--- src/rtl/instr_fetch.sv ---
// Instruction-fetch stage: owns the PC, issues one imem request per instruction,
// captures the returned word into IR and hands it to decode over valid/ready.
//
// state  | meaning
// FETCH  | choose next action: launch request at pc, or stop if halt is set
// WAIT   | request outstanding; capture or discard (squash) the response
// HOLD   | ir_valid high, waiting for ir_ready (or a redirect)
// HALTED | fetch stopped until reset
module instr_fetch #(
    parameter int              PC_W     = 32,
    parameter logic [PC_W-1:0] RESET_PC = '0
) (
    input  logic            clk,
    input  logic            reset,
    output logic            imem_req,
    output logic [PC_W-1:0] imem_addr,
    input  logic            imem_rvalid,
    input  logic [31:0]     imem_rdata,
    output logic [31:0]     ir,
    output logic [PC_W-1:0] ir_pc,
    output logic            ir_valid,
    input  logic            ir_ready,
    input  logic            redirect_valid,
    input  logic [PC_W-1:0] redirect_pc,
    input  logic            halt,
    output logic            halted
);

    typedef enum logic [1:0] {
        FETCH  = 2'd0,
        WAIT   = 2'd1,
        HOLD   = 2'd2,
        HALTED = 2'd3
    } state_t;

    state_t          state, state_nx;
    logic [PC_W-1:0] pc, pc_nx;
    logic            squash, squash_nx;
    logic            imem_req_nx;
    logic [PC_W-1:0] imem_addr_nx;
    logic [31:0]     ir_nx;
    logic [PC_W-1:0] ir_pc_nx;
    logic            ir_valid_nx;
    logic            halted_nx;
    logic [PC_W-1:0] redir_target;

    assign redir_target = redirect_pc & ~PC_W'(3);

    always_ff @(posedge clk or posedge reset) begin
        if (reset) begin
            state     <= FETCH;
            pc        <= RESET_PC;
            squash    <= 1'b0;
            imem_req  <= 1'b0;
            imem_addr <= RESET_PC;
            ir        <= '0;
            ir_pc     <= '0;
            ir_valid  <= 1'b0;
            halted    <= 1'b0;
        end else begin
            state     <= state_nx;
            pc        <= pc_nx;
            squash    <= squash_nx;
            imem_req  <= imem_req_nx;
            imem_addr <= imem_addr_nx;
            ir        <= ir_nx;
            ir_pc     <= ir_pc_nx;
            ir_valid  <= ir_valid_nx;
            halted    <= halted_nx;
        end
    end

    always_comb begin
        state_nx     = state;
        pc_nx        = pc;
        squash_nx    = squash;
        imem_req_nx  = 1'b0;
        imem_addr_nx = imem_addr;
        ir_nx        = ir;
        ir_pc_nx     = ir_pc;
        ir_valid_nx  = ir_valid;
        halted_nx    = halted;

        case (state)
            FETCH: begin
                if (halt) begin
                    state_nx  = HALTED;
                    halted_nx = 1'b1;
                end else begin
                    // A redirect seen here still lets the old-pc request go out; squash its reply.
                    imem_req_nx  = 1'b1;
                    imem_addr_nx = pc;
                    state_nx     = WAIT;
                    if (redirect_valid) begin
                        pc_nx     = redir_target;
                        squash_nx = 1'b1;
                    end
                end
            end
            WAIT: begin
                if (imem_rvalid) begin
                    if (squash || redirect_valid) begin
                        squash_nx = 1'b0;
                        state_nx  = FETCH;
                    end else begin
                        ir_nx       = imem_rdata;
                        ir_pc_nx    = pc;
                        pc_nx       = pc + PC_W'(4);
                        ir_valid_nx = 1'b1;
                        state_nx    = HOLD;
                    end
                end else if (redirect_valid) begin
                    squash_nx = 1'b1;
                end
                if (redirect_valid) begin
                    pc_nx = redir_target;
                end
            end
            HOLD: begin
                if (ir_ready || redirect_valid) begin
                    ir_valid_nx = 1'b0;
                    if (ir_ready && halt) begin
                        state_nx  = HALTED;
                        halted_nx = 1'b1;
                    end else begin
                        state_nx = FETCH;
                    end
                end
                if (redirect_valid) begin
                    pc_nx = redir_target;
                end
            end
            HALTED: begin
                halted_nx = 1'b1;
            end
            default: begin
                state_nx = FETCH;
            end
        endcase
    end

endmodule

--- config.mk ---
export PLATFORM = sky130hd
export DESIGN_NAME = instr_fetch
export DESIGN_NICKNAME = d
export VERILOG_FILES = /design/src/rtl/instr_fetch.sv
export SDC_FILE = /design/constraint.sdc
export NUM_CORES = 1
export LEC_CHECK = 0
export ABC_AREA = 1
export BUFFER_PORTS_ARGS = -buffer_cell sky130_fd_sc_hd__buf_2
export CAP_MARGIN = 10
export CORE_ASPECT_RATIO = 1.25
export CORE_UTILIZATION = 50
export DETAILED_ROUTE_END_ITERATION = 6
export PLACE_DENSITY = 0.77
export SLEW_MARGIN = 15
export SYNTH_ARGS = -nofsm -noshare
export SYNTH_HDL_FRONTEND = slang
export SYNTH_SLANG_ARGS = --single-unit
--- constraint.sdc ---
create_clock -name clk -period 10.6 [get_ports clk]
set_input_delay 0 -clock clk [delete_from_list [all_inputs] [get_ports clk]]
set_output_delay 0 -clock clk [all_outputs]
set_load 0.005 [all_outputs]
==> flow_summary.toml, run 1 <==
[clock_tree]
ctsResizeCount = 0
htreeDepth = 4
postCtsSetupBuffers = 0
root_buffer = "clkbuf_16"
cts.sinks = 128
cts_buffer_depth = 2
cts_inserted_buffers = 17
worstSkewPairLatency_ns = 0.40
cts.clk_slew.worst_paths_ns = 0.06
cts_tree = "done"

[timing]
hold_slack_ns = 0.0379
fmaxAchievable_mhz = 372
post-route-period-util_pct = 25.3
rsz0062_at_grt = "no"
period_minus_slack_ns = 2.69
finalSetupViolCount = 0
skew_ns = 0.00847
finalSetupTns_ns = 0
slew-limit-headroom_pct = 30.9
hold_violations = 0
drv_slew = 0
worst_pin_slew_ns = 1.04

[worst_hold_path]
hold_path.class = "in -> reg"
min_from = "redirect_valid"

[finish]
final_common_cell = "nand2_1"
diodes = 0
area_growth_pct = 35.9
nNetsFinal = 1001
drive_gt1_share_pct = 27.3
multi_input_area_um2 = 2550
layout_common_cells = "nand2_1, buf_2, dfrtp_1"
final_util_pct = 70.7
fillCellCount = 873
regArea_um2 = 3200

[run]
drv_cap = 0

[floorplanning]
dieArea_um2 = 12600
initial_utilization_pct = 52.0
coreArea_um2 = 11700
fp.dieH_um = 125
rows = 44
die_width_um = 101
io-pin-count = 169

[setup_path]
crit_path_start = "state[1]"
end_kind = "flop"
arrival_ns = 2.99
worstPathRequired_ns = 10.90
worstSetupStartpointType = "flop"
rr_startpoint = "state[1]"
crit_fanout = 33
path_class = "reg -> reg"

[synth]
synth_top_area_share_pct = 52.5
yosys-top-cells-area = "dfrtp_1, nand2_1, o21ai_0, nor2_1, mux2_2"
ys_types = 36
yosysWarnings = 0
yosysSeqAreaShare_pct = 52.5
syn-mean-instance-area_um2 = 8.66
synth_area_um2 = 6100
yosysTopAreaCell = "dfrtp_1"
syn_inst = 704
ys_ff_latch = 128

[global_routing]
grt_overflow_total = 0
grt_antenna_before_repair = 0
grt_pass1_vias = 5519
grt_max_degree = 94
grt_use_total_pct = 26.6
grt_first_pass_wirelength_mm = 26.3

[power]
total_power_mw = 1.18
p_leak_nw = 4.21
clock_power_share_pct = 53.0
p_per_area_nw_per_um2 = 143
switchingPower_uw = 242
p_comb_share_pct = 4.9
ir_drop_mv = 0.0839
p_sw_share_pct = 20.4
cell_internal_pwr_uw = 941
seqPwrFrac_pct = 42.1

[detailed_routing]
drt-vias-per-instance = 5.07
routedWlPerCell_um = 14.7
drt_iter0_markers = 442
antenna_left = 0
vias = 5567
first_pass_iters = 5
wirelength_mm = 16.2
remaining_drc_errors = 0

[placement]
io_buffer_count = 162
dp_hpwl_mm = 10.3
place_congestion = 0.891

[outcome]
status = "finished clean"
[repair_timing]
action,CTS,global route
hold buffers,66,0
endpoints found under the hold margin,138,0
endpoints found under the setup margin,0,0
[registers in the layout, indices dropped and copies added (netlist names)]
signal	cells
state	2
ir_pc	30
ir	32
halted	1
ir_valid	1
squash	1
pc	30
imem_req	1
imem_addr	30
[synthesized netlist by cell type]
cell	count
a31oi_1	3
o21ai_0	81
o221ai_1	1
buf_2	10
dfrtp_1	128
inv_2	2
nor2_1	77
or2_2	2
nor3_1	1
and2_1	3
inv_1	49
buf_6	3
conb_1	1
a21oi_1	12
mux2_4	10
clkinv_1	1
nand2_4	2
clkinv_2	1
o21ai_1	7
nand3_1	38
o21ai_2	1
nand3_2	1
xor2_1	3
mux2i_1	1
o22ai_1	5
nand2_2	4
nand4_1	1
a22oi_1	1
clkbuf_1	14
ha_1	6
nor2_2	5
a31o_2	1
nand2_1	195
buf_4	4
nor2_4	8
mux2_2	22
[metrics by stage]
step / setup slack, ns / instance area, um2 / instances
finish: 7.91 / 8290 / 1099
global route: 7.64 / 8290 / 1099
CTS: 7.97 / 8290 / 1099
detailed placement: 8.03 / 6980 / 1001
floorplan: 7.19 / 6110 / 707
global placement: 8.11 / 6980 / 1001
[layer usage]
metal  GRT usage, %  vias up  routed length, um
li1               -     2704                  -
met1           31.9     2632               6420
met2           46.7      200               8440
met3           5.09       31                960
met4           10.1        0                344
met5              0        -                  0
[worst paths after layout]
path / to / slack (ns) / cells past startpoint
max: pc[8] / 7.91 / 8
min: state[1] / 0.04 / 4
max reg2reg: pc[8] / 7.91 / 8
min reg2reg: halted / 0.46 / 1
max in group asynchronous: ir[10] / 8.98 / 4
min in group asynchronous: ir[19] / 0.35 / 3
[kinds of logic (layout without fill, tap and decap cells)]
kind of cell,Yosys count,after routing,synth area share [%]
and+or+nand+nor,337,337,23.5
DFF,128,128,52.5
AOI/OAI and AO/OA,112,112,9.58
buffers and inverters,84,315,6.01
muxes,33,33,6.69
adders and majority gates,6,6,1.23
xor gates and xnor gates,3,3,0.431
other,1,4,0.0615
[power groups by stage]
| stage | Sequential, mW | Clock, mW | Combinational, mW |
|---|---|---|---|
| 2_1_floorplan | 0.507 | 0 | 0.0162 |
| 3_3_place_gp | 0.506 | 0 | 0.0384 |
| 3_5_place_dp | 0.506 | 0 | 0.0389 |
| 4_1_cts | 0.498 | 0.633 | 0.0583 |
| 5_1_grt | 0.498 | 0.657 | 0.0646 |
| 6_report | 0.498 | 0.627 | 0.0583 |
[cell type report]
cell class,instances,share of cell area [%]
clock inverter,12,2.17
multi-input combinational,495,30.7
tap,161,2.43
inverter,53,2.45
sequential,128,38.7
timing repair buffer,230,17.9
clock buffer,20,5.63
[critical path, stage by stage (launching register included)]
cell and delay (ns):
dfrtp_1 0.40, inv_1 0.13, ha_1 0.25, nand2_1 0.13
o21ai_2 0.15, nand3_2 0.53, clkinv_2 0.54, o21ai_0 0.20
o22ai_1 0.22
Power figures use the tool's default switching activity.
==> inputs of run 2 (changes only) <==
--- a/config.mk
+++ b/config.mk
@@ -5,7 +5,7 @@
 export SDC_FILE = /design/constraint.sdc
 export NUM_CORES = 1
 export LEC_CHECK = 0
-export ABC_AREA = 1
+export ABC_AREA = 0
 export BUFFER_PORTS_ARGS = -buffer_cell sky130_fd_sc_hd__buf_2
 export CAP_MARGIN = 10
 export CORE_ASPECT_RATIO = 1.25
==> constraint.sdc (replaced) <==
create_clock -name clk -period 2.66 [get_ports clk]
set_input_delay 0 -clock clk [delete_from_list [all_inputs] [get_ports clk]]
set_output_delay 0 -clock clk [all_outputs]
set_load 0.005 [all_outputs]
==> flow_summary.toml, run 2 <==
[timing]
finalSetupTns_ns = 0
hold_violations = 0
skew_ns = 0.0228
worst_pin_slew_ns = 0.861
slew-limit-headroom_pct = 42.6
rsz0062_at_grt = "no"
period_minus_slack_ns = 2.22
finalSetupViolCount = 0
fmaxAchievable_mhz = 451
drv_slew = 0
post-route-period-util_pct = 83.4

[detailed_routing]
remaining_drc_errors = 0
antenna_left = 0
first_pass_iters = 5
vias = 5006
wirelength_mm = 15.6
drt-vias-per-instance = 5.77
routedWlPerCell_um = 18.0
drt_iter0_markers = 296

[setup_path]
worstSetupStartpointType = "flop"
critPathTopFamily = "compound AO/OA/AOI/OAI gates"
arrival_ns = 2.56
crit_fanout = 14
critPathSlowestCell = "o41ai_1"
max_stage_delay_ns = 0.44
end_kind = "flop"
path_cells = "inv_1 -> ha_1 -> and3b_1 -> o21ai_1 -> buf_4 -> o41ai_1 -> o311a_1"
path_buf_inv = 2
path_class = "reg -> reg"
worstPathRequired_ns = 3.00

[floorplanning]
dieArea_um2 = 12100
rows = 43
coreArea_um2 = 11200
fp.dieH_um = 123
die_width_um = 98.6
io-pin-count = 169
initial_utilization_pct = 51.9

[synth]
yosysTopAreaCell = "dfrtp_1"
synth_top_area_share_pct = 54.9
ys_types = 54
syn-mean-instance-area_um2 = 11.9
yosysSeqAreaShare_pct = 54.9
synth.most_common_cell = "dfrtp_1"
syn_inst = 492
async_flop_share_pct = 100
yosysWarnings = 0
yosys-top-cells-count = "dfrtp_1, mux2_2, nand2_1"
ys_ff_latch = 128
yosys-top-cells-area = "dfrtp_1, mux2_2, o21ai_0, nand2_1, a21oi_1"
synth_edf_count = 0
synth_area_um2 = 5830
synth-main-ff-cell = "dfrtp_1"

[clock_tree]
cts.sinks = 128
cts_tree = "done"
cts.clk_slew.worst_paths_ns = 0.06
root_buffer = "clkbuf_16"
worstSkewPairLatency_ns = 0.42
cts_inserted_buffers = 17
cts_buffer_depth = 2
htreeDepth = 4

[global_routing]
grt_max_degree = 129
grt_overflow_total = 0
grt_pass1_vias = 5056
met2_usage_pct = 48.0
top_usage_layer = "met2"
grt_first_pass_wirelength_mm = 25.1
grt_antenna_before_repair = 0
grtUsageMet3_pct = 6.09
grt_use_total_pct = 26.6
grt_use_met1_pct = 32.0

[finish]
area_growth_pct = 37.4
final_common_cell = "buf_2"
nNetsFinal = 795
final_util_pct = 71.3
largest_reg_flops = 32
drive_gt1_share_pct = 42.8
layout_common_cells = "buf_2, dfrtp_1, mux2_2"
largest_register = "ir"
diodes = 0

[power]
p_per_area_nw_per_um2 = 1130
ir_drop_mv = 0.596
p_leak_nw = 3.63

[placement]
dp_hpwl_mm = 9.93
place_congestion = 0.898
io_buffer_count = 162

[worst_hold_path]
hold_path.class = "in -> reg"

[outcome]
status = "finished clean"

[run]
drv_cap = 0
-- run 2: changes by cell type after synthesis, sizes merged, moves of 8 or more --
cell	previous run	this run
clkbuf	14	22
o21ai	89	20
nor2	90	22
nand4	1	12
o211ai	0	9
nand3	39	16
a32oi	0	8
inv	51	8
mux2	32	89
nand2	201	25
-- run 2: area by class of cell --
type                       count  area [um2]
fill                         767        3230
multi-input combinational    321        2460
clock inverter                15         113
sequential                   128        3200
inverter                       8        33.8
tap                          135         169
timing repair buffer         243        1610
clock buffer                  17         425
-- run 2: path summary, 6_finish.rpt --
path,start,to,slack (ns),depth (start not counted)
worst max-delay path,state[1],pc[31],0.44,7
worst max register to register,state[1],pc[31],0.44,7
max in group asynchronous,reset,ir[22],1.77,4
min in group asynchronous,reset,imem_addr[6],0.27,4
worst min register to register,imem_addr[10],imem_addr[10],0.48,2
worst min-delay path,redirect_pc[14],pc[14],0.04,4
-- run 2: cells by family (layout without fill, tap and decap cells) --
kind of cell / after synthesis / after routing / synth area share [%]
fa+ha+maj: 6 / 6 / 1.29
mux: 89 / 89 / 17.2
compound gates: 98 / 98 / 11.4
other cells: 1 / 4 / 0.0643
buf+inv: 46 / 283 / 3.39
flops: 128 / 128 / 54.9
simple gates: 124 / 124 / 11.8
-- run 2: through the flow --
step	hold slack, ns	worst slack [ns]	total power [mW]	std cells	cell area [um2]
2_1_floorplan	0.105	0.488	5.45	495	5850
3_3_place_gp	0.231	0.569	6.66	770	6830
5_1_grt	0.0440	0.268	9.59	867	8020
6_report	0.0442	0.442	9.02	867	8020
3_5_place_dp	0.237	0.508	6.83	770	6830
4_1_cts	0.0171	0.497	9.04	867	8020
-- run 2: repair_timing --
action / 4_1_cts / 5_1_grt
setup endpoints to repair: 0 / 0
hold endpoints to repair: 191 / 0
resized for setup: 0 / 0
hold buffers: 65 / 0
buffers inserted: 0 / 0
-- run 2: worst reg2reg max path, delay by kind of cell (launching register included) --
family	cells	cell delay [ns]
adder cells (fa/ha/maj)	1	0.31
AND/OR/NAND/NOR	1	0.23
AO/OA/AOI/OAI	3	0.83
flip-flops	1	0.41
buffers and inverters	2	0.37
-- run 2: per-layer routing --
metal  part of all wire [%]  wire length [um]  up-vias
met2                     53              8290      222
met3                    6.1               948       14
met4                    1.1               175        0
li1                       -                 -     2279
met1                     40              6230     2491
met5                      0                 0        -
-- run 2: power breakdown --
group	total (mW)	switching [mW]	internal, mW
sequential	3.74	0.833	2.91
combinational	3.20	1.49	1.71
clock	2.08	0.884	1.20
total	9.02	3.21	5.82
